File: src/rtl/ceespu_pkg.sv
// Shared definitions for the ceespu SDRAM arbitration slice: arbiter
// state encoding, requester owner IDs and the default SDRAM address width.
package ceespu_pkg;

  localparam int unsigned SDRAM_ADDR_BITS = 23;

  typedef enum logic [1:0] {
    IDLE  = 2'd0,
    OWN_I = 2'd1,
    OWN_D = 2'd2,
    DRAIN = 2'd3
  } arb_state_t;

  typedef enum logic {
    OWNER_I = 1'b0,
    OWNER_D = 1'b1
  } owner_t;

  function automatic owner_t other_owner(input owner_t o);
    return (o == OWNER_I) ? OWNER_D : OWNER_I;
  endfunction

endpackage

File: src/rtl/ceespu_outstanding_ctr.sv
// Count of SDRAM reads issued but not yet answered. Simultaneous increment
// and decrement leave the count unchanged; a decrement at zero is ignored.
module ceespu_outstanding_ctr #(
  parameter int unsigned MAX_OUTSTANDING = 8,
  localparam int unsigned CNT_BITS = $clog2(MAX_OUTSTANDING) + 1
) (
  input  logic                clk,
  input  logic                rst,
  input  logic                inc,
  input  logic                dec,
  output logic [CNT_BITS-1:0] count,
  output logic                full,
  output logic                empty
);

  localparam logic [CNT_BITS-1:0] MAX_CNT = CNT_BITS'(MAX_OUTSTANDING);
  localparam logic [CNT_BITS-1:0] ONE     = CNT_BITS'(1);

  // Saturating up/down count of in-flight reads.
  always_ff @(posedge clk) begin
    if (rst) begin
      count <= '0;
    end else if (inc && !dec) begin
      count <= count + ONE;
    end else if (dec && !inc && (count != '0)) begin
      count <= count - ONE;
    end
  end

  assign full  = (count == MAX_CNT);
  assign empty = (count == '0);

endmodule

File: src/rtl/ceespu_sdram_arbiter.sv
// Two-requester (icache/dcache) SDRAM ownership arbiter. A requester owns
// the SDRAM for a whole burst; on release the arbiter drains outstanding
// reads before granting again. Read responses are routed by registered owner.
// Optional: define CEESPU_ARB_DCACHE_PRIORITY_EN to make dcache win every tie
// in IDLE (default build is round-robin on ties).
module ceespu_sdram_arbiter
  import ceespu_pkg::*;
#(
  parameter int unsigned ADDR_BITS       = SDRAM_ADDR_BITS,
  parameter int unsigned MAX_OUTSTANDING = 8
) (
  input  logic                 I_clk,
  input  logic                 I_rst,
  input  logic                 I_i_req,
  input  logic                 I_i_cmd,
  input  logic [ADDR_BITS-1:0] I_i_addr,
  output logic                 O_i_gnt,
  output logic                 O_i_busy,
  output logic                 O_i_valid,
  input  logic                 I_d_req,
  input  logic                 I_d_cmd,
  input  logic [ADDR_BITS-1:0] I_d_addr,
  output logic                 O_d_gnt,
  output logic                 O_d_busy,
  output logic                 O_d_valid,
  input  logic                 I_d_iswrite,
  input  logic [31:0]          I_d_wdata,
  output logic [31:0]          O_rdata,
  output logic [ADDR_BITS-1:0] sdram_addr,
  output logic [31:0]          sdram_wdata,
  output logic                 sdram_iswrite,
  output logic                 sdram_new_command,
  input  logic [31:0]          sdram_data,
  input  logic                 sdram_valid,
  input  logic                 sdram_busy
);

  localparam int unsigned CNT_BITS = $clog2(MAX_OUTSTANDING) + 1;

  arb_state_t          state_q, state_d;
  owner_t              owner_q, owner_d;
  logic [CNT_BITS-1:0] out_count;
  logic                out_full;
  logic                out_empty;
  logic                rd_accept;
  logic                resp_dec;

  // State and owner registers; owner resets to icache so the first tie goes to dcache.
  always_ff @(posedge I_clk) begin
    if (I_rst) begin
      state_q <= IDLE;
      owner_q <= OWNER_I;
    end else begin
      state_q <= state_d;
      owner_q <= owner_d;
    end
  end

  // Next-state: grant from IDLE, hold until req drops, drain before re-arbitrating.
  always_comb begin
    state_d = state_q;
    owner_d = owner_q;
    unique case (state_q)
      IDLE: begin
        if (I_i_req && I_d_req) begin
`ifdef CEESPU_ARB_DCACHE_PRIORITY_EN
          owner_d = OWNER_D;
`else
          owner_d = other_owner(owner_q);
`endif
          state_d = (owner_d == OWNER_D) ? OWN_D : OWN_I;
        end else if (I_i_req) begin
          owner_d = OWNER_I;
          state_d = OWN_I;
        end else if (I_d_req) begin
          owner_d = OWNER_D;
          state_d = OWN_D;
        end
      end
      OWN_I:   if (!I_i_req) state_d = DRAIN;
      OWN_D:   if (!I_d_req) state_d = DRAIN;
      DRAIN:   if (out_count == '0) state_d = IDLE;
      default: state_d = IDLE;
    endcase
  end

  assign O_i_gnt  = (state_q == OWN_I);
  assign O_d_gnt  = (state_q == OWN_D);
  assign O_i_busy = !O_i_gnt || sdram_busy || out_full;
  assign O_d_busy = !O_d_gnt || sdram_busy || out_full;

  assign sdram_addr        = (owner_q == OWNER_D) ? I_d_addr : I_i_addr;
  assign sdram_iswrite     = (owner_q == OWNER_D) && I_d_iswrite;
  assign sdram_wdata       = (owner_q == OWNER_D) ? I_d_wdata : '0;
  assign sdram_new_command = ((O_i_gnt && I_i_cmd) || (O_d_gnt && I_d_cmd)) && !out_full;

  // Responses with nothing outstanding are stale (e.g. after reset) and dropped.
  assign rd_accept = sdram_new_command && !sdram_busy && !sdram_iswrite;
  assign resp_dec  = sdram_valid && !out_empty;

  assign O_rdata   = sdram_data;
  assign O_i_valid = sdram_valid && (state_q != IDLE) && (owner_q == OWNER_I);
  assign O_d_valid = sdram_valid && (state_q != IDLE) && (owner_q == OWNER_D);

  ceespu_outstanding_ctr #(
    .MAX_OUTSTANDING(MAX_OUTSTANDING)
  ) u_ctr (
    .clk  (I_clk),
    .rst  (I_rst),
    .inc  (rd_accept),
    .dec  (resp_dec),
    .count(out_count),
    .full (out_full),
    .empty(out_empty)
  );

endmodule

File: config.mk
export PLATFORM = sky130hd
export DESIGN_NAME = ceespu_sdram_arbiter
export DESIGN_NICKNAME = d
export VERILOG_FILES = /design/src/rtl/ceespu_pkg.sv /design/src/rtl/ceespu_outstanding_ctr.sv /design/src/rtl/ceespu_sdram_arbiter.sv
export SDC_FILE = /design/constraint.sdc
export NUM_CORES = 1
export LEC_CHECK = 0
export CORE_ASPECT_RATIO = 0.7
export CORE_UTILIZATION = 20
export DETAILED_ROUTE_END_ITERATION = 12
export PLACE_DENSITY = 0.88
export SLEW_MARGIN = 10
export SYNTH_ARGS = -nofsm -noshare
export SYNTH_HDL_FRONTEND = slang
export SYNTH_SLANG_ARGS = --single-unit
export TNS_END_PERCENT = 10
File: constraint.sdc
create_clock -name I_clk -period 2.45 [get_ports I_clk]
set_input_delay 0.245 -clock I_clk [delete_from_list [all_inputs] [get_ports I_clk]]
set_output_delay 0.245 -clock I_clk [all_outputs]
set_load 0.01 [all_outputs]
* Yosys cells after proc, flatten, opt, wreduce, memory -nomap -nowiden
Cells that the tools add are included.
** Word-level totals
- Logic and storage cells :: 65
- Output and inout port bits :: 95
- Bits in registers :: 7
** Operators by class
- Muxes and demuxes :: 16
- Reduce and logical (&&, ||, !) cells :: 35
- Equality and inequality tests :: 8
- Bitwise operators :: 1
- Add/sub/neg operators :: 2
** Operator list (count)
- $mux 32 :: 1
- $mux 23 :: 1
- $logic_and 1x1->1 :: 14
- $mux 2 :: 7
- $logic_not 1->1 :: 8
- $mux 4 :: 2
- $pmux 2 s4 :: 1
- $ne 2x2->1 const B :: 3
- $logic_or 1x1->1 :: 5
- $add 4x1->4 const B :: 1
- $eq 2x2->1 const B :: 2
- $eq 4x4->1 const B :: 1
- $logic_not 4->1 :: 1
- $mux 1 :: 4
- $ne 4x4->1 const B :: 1
- $reduce_and 4->1 :: 1
- $reduce_bool 2->1 :: 2
- $reduce_bool 4->1 :: 1
- $sub 4x1->4 const B :: 1
- $reduce_bool 3->1 :: 1
- $eq 2x1->1 const B :: 1
- $logic_not 2->1 :: 1
- $reduce_and 2->1 :: 1
- $not 1->1 :: 1

* Depth between registers and ports, before layout
Gate-level depths: netlist (run 1).
- Word-level depth :: 11
- Depth in mapped cells :: 10
- Mapped depth without buffers :: 10

* Modules after synthesis
From an unflattened synthesis (run 1), not the netlist that was laid out.
** Second synthesis, totals
- Cells, all modules :: 159
- Area, all modules :: 1326.3 sq um
** Modules (own cells, without submodules)
- ceespu_sdram_arbiter :: seq. area each 60.1 sq um, instances 1, cells each 130, area an instance 1029.7 sq um
- ceespu_outstanding_ctr :: seq. area each 80.1 sq um, instances 1, cells each 29, area an instance 296.5 sq um

* Worst setup path after synthesis (run 1)
OpenSTA, ideal clock, no wires.
- Path type :: register to register
- Start :: reg state_q[0]
- End :: reg u_ctr.count[3]
- Path buffers :: 0
- Arrival :: 2453 ps
- Path slack :: -126 ps
- Library setup time :: 123 ps
- Cell stages (with the launch flop) :: 11
- Period minus slack after synthesis :: 2576 ps
- Cell sequence :: dfxtp_1 > inv_1 > ha_1 > a22oi_1 > a2111oi_4 > nand2_1 > ha_1 > nand3_1 > and3b_1 > mux2i_1 > mux2_1
** On the way
- Word-level cells in the longest chain between the ends :: 10
- Elaborated cells on any way between the ends :: 14
** RTL lines
- from (decl) :: RTL line ceespu_sdram_arbiter.sv:40 : arb_state_t state_q, state_d;
- from (signal assigned) :: RTL line ceespu_sdram_arbiter.sv:54 : state_q <= state_d;
- $eq 2x2->1 (*) :: RTL line ceespu_sdram_arbiter.sv:88 : assign O_d_gnt = (state_q == OWN_D);
- net O_d_gnt :: RTL line ceespu_sdram_arbiter.sv:23 : output logic O_d_gnt,
- $logic_and 1x1->1 (*) :: RTL line ceespu_sdram_arbiter.sv:95 : assign sdram_new_command = ((O_i_gnt && I_i_cmd) || (O_d_gnt && I_d_cmd)) && !out_full;
- $logic_or 1x1->1 (*) :: RTL line ceespu_sdram_arbiter.sv:95
- $logic_and 1x1->1 (*) :: RTL line ceespu_sdram_arbiter.sv:95
- $logic_and 1x1->1 (*) (2 in series) :: RTL line ceespu_sdram_arbiter.sv:98 : assign rd_accept = sdram_new_command && !sdram_busy && !sdram_iswrite;
- $logic_not 1->1 :: RTL line ceespu_outstanding_ctr.sv:25 : end else if (dec && !inc && (count != '0)) begin
- $logic_and 1x1->1 (2 in series) :: RTL line ceespu_outstanding_ctr.sv:25
- $reduce_bool 2->1 (no source line)
- to (signal assigned) :: RTL line ceespu_outstanding_ctr.sv:24 : count <= count + ONE;
- to (signal assigned) :: RTL line ceespu_outstanding_ctr.sv:26 : count <= count - ONE;
- to (decl) :: RTL line ceespu_outstanding_ctr.sv:11 : output logic [CNT_BITS-1:0] count,
The timed path passes the listed nets; every way through them passes the cells marked *.
A chain may end at the register's enable or synchronous reset.

* Worst setup path after layout (run 1)
- Start :: reg state_q[0]
- End :: reg u_ctr.count[3]
** On the way
- Word-level cells in the longest chain between the ends :: 10
- Elaborated cells on any way between the ends :: 14
** RTL lines (RTL line)
- $eq 2x1->1 or $eq 2x2->1 (tied branches) :: ceespu_sdram_arbiter.sv:87, ceespu_sdram_arbiter.sv:88
- $logic_and 1x1->1 :: ceespu_sdram_arbiter.sv:95
- $logic_or 1x1->1 (*) :: ceespu_sdram_arbiter.sv:95
- $logic_and 1x1->1 (*) :: ceespu_sdram_arbiter.sv:95
- $logic_and 1x1->1 (*) (2 in series) :: ceespu_sdram_arbiter.sv:98
- $logic_not 1->1 :: ceespu_outstanding_ctr.sv:25
- $logic_and 1x1->1 (2 in series) :: ceespu_outstanding_ctr.sv:25
- $reduce_bool 2->1 (no source line)
Every way passes the cells marked *; elsewhere a longest branch is shown, timed or not.

==> results of run 1 <==
-- cells in the mapped netlist, drive strengths merged --
cell type | instances | share of area
and2 | 34 | 0.16
buf | 34 | 0.19
mux2 | 26 | 0.22
dfxtp | 7 | 0.11
clkbuf | 6 | 0.017
ha | 6 | 0.057
a21oi | 5 | 0.019
nor2 | 5 | 0.014
nand2b | 4 | 0.019
inv | 3 | 0.0085
mux2i | 3 | 0.023
nand2 | 3 | 0.0085
nor2b | 3 | 0.014
a22oi | 2 | 0.011
o41ai | 2 | 0.019
a2111oi | 1 | 0.021
a211oi | 1 | 0.0057
a21boi | 1 | 0.0057
a221oi | 1 | 0.0066
and3 | 1 | 0.0047
and3b | 1 | 0.0066
fa | 1 | 0.015
nand3 | 1 | 0.0038
nand3b | 1 | 0.0057
nor3 | 1 | 0.0076
nor3b | 1 | 0.0057
o311ai | 1 | 0.0066
xnor2 | 1 | 0.0066
xor2 | 1 | 0.012
-- kinds of logic after synthesis --
kind of cell,Yosys count,synth area share
buf+inv,43,0.213
simple gates,55,0.251
flops,7,0.106
mux,29,0.244
xor+xnor,2,0.0189
compound gates,14,0.0947
fa+ha+maj,7,0.0720
-- repair_timing --
action | in CTS | in global routing
setup endpoints to repair | 1 | 2
resized for setup | 0 | 14
setup buffers | 0 | 7
pin swaps | 1 | 4
gates cloned | 0 | 0
-- per-layer routing --
metal  global-route usage  up-vias  share of wire
met4               0.0458        0          0.033
met5                    0        -              0
met1                0.147      694           0.36
met2                0.267      106           0.52
li1                     -      748              -
met3               0.0480       13          0.084
-- critical path, cell delays in order (launching register included) --
cell	delay, ns
dfxtp_4	0.36
inv_4	0.07
ha_4	0.13
a22oi_2	0.09
a2111oi_4	0.37
nand2_2	0.19
ha_4	0.33
nand3_1	0.08
and3b_1	0.16
mux2i_1	0.13
mux2_1	0.33
-- registers in the layout (all words and copies together), names as in the netlist --
name / count
state_q: 2
owner_q: 1
u_ctr.count: 4
-- worst min path at each step --
stage / startpoint / end / cells after the start
2_1_floorplan: I_d_req / owner_q$_SDFFE_PP0P_ / 2
3_3_place_gp: sdram_data[10] / O_rdata[10] / 0
3_5_place_dp: sdram_data[10] / O_rdata[10] / 0
4_1_cts: sdram_data[10] / O_rdata[10] / 0
5_1_grt: sdram_data[27] / O_rdata[27] / 0
6_report: sdram_data[27] / O_rdata[27] / 0
-- power by group through the flow --
stage	Clock (mW)	Sequential [mW]	Combinational, mW
floorplan	0	0.213	0.734
global placement	0	0.211	1.29
detailed placement	0	0.216	1.34
CTS	0.176	0.214	1.35
global route	0.182	0.248	1.56
finish	0.171	0.243	1.45
-- final cells by class --
| type | count | share of cell area |
|---|---|---|
| well taps | 78 | 0.0342 |
| inverters | 3 | 0.00570 |
| repair buffers | 161 | 0.555 |
| multi-input cells | 107 | 0.337 |
| clock buffers | 4 | 0.0158 |
| flip-flops and latches | 7 | 0.0527 |
-- placed cells by master (no fill, tap or decap), types with 2 or more instances in the layout --
master	count
inv_4	2
nor2b_1	3
mux2_2	19
buf_4	12
nand2_1	2
mux2i_1	3
and2_1	34
clkdlybuf4s50_1	149
a21oi_1	4
clkbuf_8	3
ha_1	2
dfxtp_1	3
ha_4	4
dfxtp_2	2
dfxtp_4	2
nor2_1	5
mux2_1	7
nand2b_1	4
==> impl_metrics.yaml, run 1 <==
timing:
  maxSlewViolCount: 0
  worst_pin_slew_ns: 0.535
  post-route-period-util: 0.967
  period_needed_ns: 2.37
  holdWs_ns: 0.490
  layout_setup_ws_ns: 0.0816
  fmax_ghz: 0.422
  clock_skew_ns: 0.000963
  hold_viol: 0
  final.setup.tns_ns: 0
  setup_viol: 0
  relSlewSlack: 0.643
cts:
  cts_hold_buf: 0
  h-tree-depth: 1
  insertion_delay_ns: 0.24
  cts_sinks: 7
  cts_tree: "yes"
  path_clk_slew_ns: 0.04
  cts_buffer_depth: 2
  root_buffer: "clkbuf_8"
  numCtsBuffers: 3
critical_path:
  regToRegEndpoint: "u_ctr.count[3]$_SDFFE_PP0P_"
  worstPathMaxFanout: 3
  crit_arrival_ns: 2.49
  worst-endpoint-required_ns: 2.57
  r2r_slack_ns: 0.08
  start_kind: "register"
  critPathKind: "reg2reg"
  r2r_cells: 10
  cp-end-kind: "register"
  reg2reg_from: "state_q[0]$_SDFFE_PP0P_"
  startpoint: "state_q[0]$_SDFFE_PP0P_"
  timing.critical_path.to: "u_ctr.count[3]$_SDFFE_PP0P_"
global_route:
  antenna_found_initial: 0
  grt_max_degree: 61
  grt_pass1_vias: 1545
  grt_pass1_wl_mm: 7.76
  grt_usage: 0.142
  grt.overflow.total: 0
finish:
  stdcell_count: 360
  n_fill_cell: 581
  drive_gt1_frac: 0.184
  multi_input_area_um2: 961
  finalInstanceArea_um2: 2850
  area_growth_pct: 116
  final_util: 0.452
  diodes: 0
  seqCellArea_um2: 150
  final_nets: 409
run_status:
  run_status: "finished clean"
route:
  post_drt_wl_per_cell_um: 14.3
  drt-total-wl_mm: 5.13
  drc: 0
  dr.pass1.iters: 4
  drt_iter0_markers: 58
  postRouteAntennaNets: 0
  viasPerCell: 4.34
  vias: 1561
power_and_ir_drop:
  switching_share: 0.391
  totalPowerFinal_mw: 1.86
  power_switching_mw: 0.730
  comb_power_share: 0.778
  p_clk_frac: 0.092
  cellInternalPower_mw: 1.13
  power_density_nw_per_um2: 654
  seq_power_share: 0.130
  peakVddDrop_uv: 257
  p_leak_nw: 1.07
die:
  die_area_um2: 6940
  ioPinCount: 214
  initial_core_util: 0.210
  core.rowCount: 24
  core_area_um2: 6310
  fp.dieW_um: 99.1
  die_y_um: 70.0
synth:
  synth.distinct_cells: 33
  synth.net_count: 283
  synthesis.area_um2: 1320
  ys_warn_count: 0
  syn_area_per_cell_um2: 8.42
  ys_ff_latch: 7
  ys_seq_area_frac: 0.106
  netlist_instances: 157
job:
  maxCapViolations: 0
placed_design:
  dp_hpwl_mm: 4.26
  port_buffers: 149
  gp_congestion: 0.805
  placed_cell_area_um2: 2700
  pre_cts_ws_ns: -0.0920
  dp.cells: 349
worst_hold_path:
  hold_class: "in2out"
(Power assumes the default switching activity.)
==> run 2: changes to the inputs <==
--- a/config.mk
+++ b/config.mk
@@ -5,10 +5,11 @@
 export SDC_FILE = /design/constraint.sdc
 export NUM_CORES = 1
 export LEC_CHECK = 0
-export CORE_ASPECT_RATIO = 0.7
-export CORE_UTILIZATION = 20
+export CORE_AREA = 2 2 82 84
 export DETAILED_ROUTE_END_ITERATION = 12
-export PLACE_DENSITY = 0.88
+export DIE_AREA = 0 0 84 86
+export DONT_BUFFER_PORTS = 1
+export PLACE_DENSITY = 0.46
 export SLEW_MARGIN = 10
 export SYNTH_ARGS = -nofsm -noshare
 export SYNTH_HDL_FRONTEND = slang
==> run 2 against run 1 <==
Setup slack better by 0.0036 ns. Sequential share of layout area is 5.7 points higher. Global-route usage is 2.4 points lower. Clock-buffer cell count stayed put. Power is 28% lower. Worst hold slack worse by 0.42 ns. Register-to-register slack hardly changed. Critical path depth stayed put. Final cell count is 42% lower. Final area is 53% lower. Critical path type unchanged. Critical endpoint unchanged. Largest power group unchanged.
==> impl_metrics.yaml, run 2 (synthesized netlist as in run 1, its figures left out) <==
global_route:
  antenna_found_initial: 2
  grt_max_degree: 61
  grt_pass1_vias: 1002
  grt_pass1_wl_mm: 6.34
  grt.overflow.total: 0
  grt_usage: 0.118
critical_path:
  cp-end-kind: "register"
  worst-endpoint-required_ns: 2.57
  crit_arrival_ns: 2.49
  critPathKind: "reg2reg"
  worstPathMaxFanout: 3
  path_common_cell: "ha_4"
  crit_path_cell_trace: "inv_4 > ha_4 > a22oi_2 > a2111oi_4 > nand2_2 > ha_4 > nand3_2 > and3b_1 > mux2i_1 > mux2_1"
  reg2reg_from: "state_q[0]$_SDFFE_PP0P_"
  slowest_delay_ns: 0.38
  regToRegEndpoint: "u_ctr.count[3]$_SDFFE_PP0P_"
  r2r_cells: 10
  start_kind: "register"
  cp_slowest_cell: "a2111oi_4"
  r2r_slack_ns: 0.09
cts:
  root_buffer: "clkbuf_8"
  h-tree-depth: 1
  cts_buffer_depth: 2
  cts_hold_buf: 0
  insertion_delay_ns: 0.23
  cts_tree: "yes"
  numCtsBuffers: 3
  cts_sinks: 7
  path_clk_slew_ns: 0.04
placed_design:
  gp_congestion: 0.769
  dp.cells: 203
  dp_hpwl_mm: 4.19
  pre_cts_ws_ns: 0.0671
  port_buffers: 0
  placed_cell_area_um2: 1240
route:
  drc: 0
  dr.pass1.iters: 4
  drt_iter0_markers: 18
  viasPerCell: 4.89
  vias: 1023
  post_drt_wl_per_cell_um: 23.0
  drt-total-wl_mm: 4.80
  postRouteAntennaNets: 0
die:
  core_area_um2: 6280
  die_area_um2: 7220
  ioPinCount: 214
  core.rowCount: 29
  fp.dieW_um: 84
  die_y_um: 86
  initial_core_util: 0.210
timing:
  fmax_ghz: 0.423
  clock_skew_ns: 0.00243
  setup_viol: 0
  relSlewSlack: 0.656
  hold_viol: 0
  maxSlewViolCount: 0
  worst_pin_slew_ns: 0.515
  final.setup.tns_ns: 0
  layout_setup_ws_ns: 0.0852
  post-route-period-util: 0.965
  period_needed_ns: 2.36
finish:
  stdcell_count: 209
  finalInstanceArea_um2: 1350
  final_common_cell: "and2_1"
  drive_gt1_frac: 0.386
  diodes: 0
  max_flop_register: "u_ctr.count"
  largest_register_ffs: 4
  area_growth_pct: 2.37
  final_util: 0.215
  top_regs: "u_ctr.count: 4 flops, state_q: 2 flops, owner_q: 1 flops"
  final_cell_mix: "and2_1 (34), mux2_2 (19), buf_4 (11), mux2_1 (7), nor2_1 (5)"
  final_nets: 259
power_and_ir_drop:
  comb_power_share: 0.700
  seq_power_share: 0.174
  p_clk_frac: 0.127
  peakVddDrop_uv: 381
  power_switching_mw: 0.644
  cellInternalPower_mw: 0.703
  p_leak_nw: 0.501
  switching_share: 0.478
  power_density_nw_per_um2: 996
worst_hold_path:
  hold_class: "in2reg"
  hp-start: "I_rst"
  hold_depth: 1
  whs_endpoint: "state_q[0]$_SDFFE_PP0P_"
job:
  maxCapViolations: 0
run_status:
  run_status: "finished clean"
run 2: power groups by stage:
stage	sequential, mW	combinational, mW	clock (mW)
6_report	0.234	0.943	0.171
3_5_place_dp	0.213	0.883	0
5_1_grt	0.240	1.03	0.181
2_1_floorplan	0.213	0.734	0
4_1_cts	0.212	0.888	0.171
3_3_place_gp	0.210	0.884	0
run 2: cell type report:
| type | count | area (um2) |
|---|---|---|
| fill | 708 | 4920 |
| inverter | 3 | 13.8 |
| multi-input combinational | 107 | 966 |
| sequential | 7 | 149 |
| timing repair buffer | 11 | 82.6 |
| clock buffer | 4 | 45.0 |
| tap | 77 | 96.3 |
run 2: worst max path at each step:
stage | endpoint | start | depth (start not counted)
floorplan | u_ctr.count[3]$_SDFFE_PP0P_ | state_q[0]$_SDFFE_PP0P_ | 10
global placement | u_ctr.count[3]$_SDFFE_PP0P_ | state_q[0]$_SDFFE_PP0P_ | 10
detailed placement | u_ctr.count[3]$_SDFFE_PP0P_ | state_q[0]$_SDFFE_PP0P_ | 10
CTS | u_ctr.count[3]$_SDFFE_PP0P_ | state_q[0]$_SDFFE_PP0P_ | 10
global route | u_ctr.count[3]$_SDFFE_PP0P_ | state_q[0]$_SDFFE_PP0P_ | 10
finish | u_ctr.count[3]$_SDFFE_PP0P_ | state_q[0]$_SDFFE_PP0P_ | 10
run 2: per-stage QoR:
stage / hold WS [ns] / power (mW)
floorplan: 0.412 / 0.947
global placement: 0.320 / 1.09
detailed placement: 0.323 / 1.10
CTS: 0.0825 / 1.27
global route: 0.0661 / 1.45
finish: 0.0736 / 1.35
run 2: critical path: cells and delay by family (launching register included):
kind                       cells  cell delay [ns]
muxes                          2             0.49
AOI/OAI and AO/OA              2             0.47
adders and majority gates      2             0.46
and+or+nand+nor                3             0.41
DFF                            1             0.36
buffers and inverters          1             0.07
run 2: repair_timing:
item | CTS | global route
buffers inserted | 0 | 2
endpoints found under the setup margin | 0 | 1
resized for setup | 0 | 13
run 2: metal layers:
layer  global-route usage  share of wire  vias to the layer above
met1                0.131           0.36                      464
met5                    0         0.0054                        -
met2                0.185           0.46                      101
li1                     -              -                      446
met3               0.0847           0.17                        8
met4               0.0249         0.0035                        4
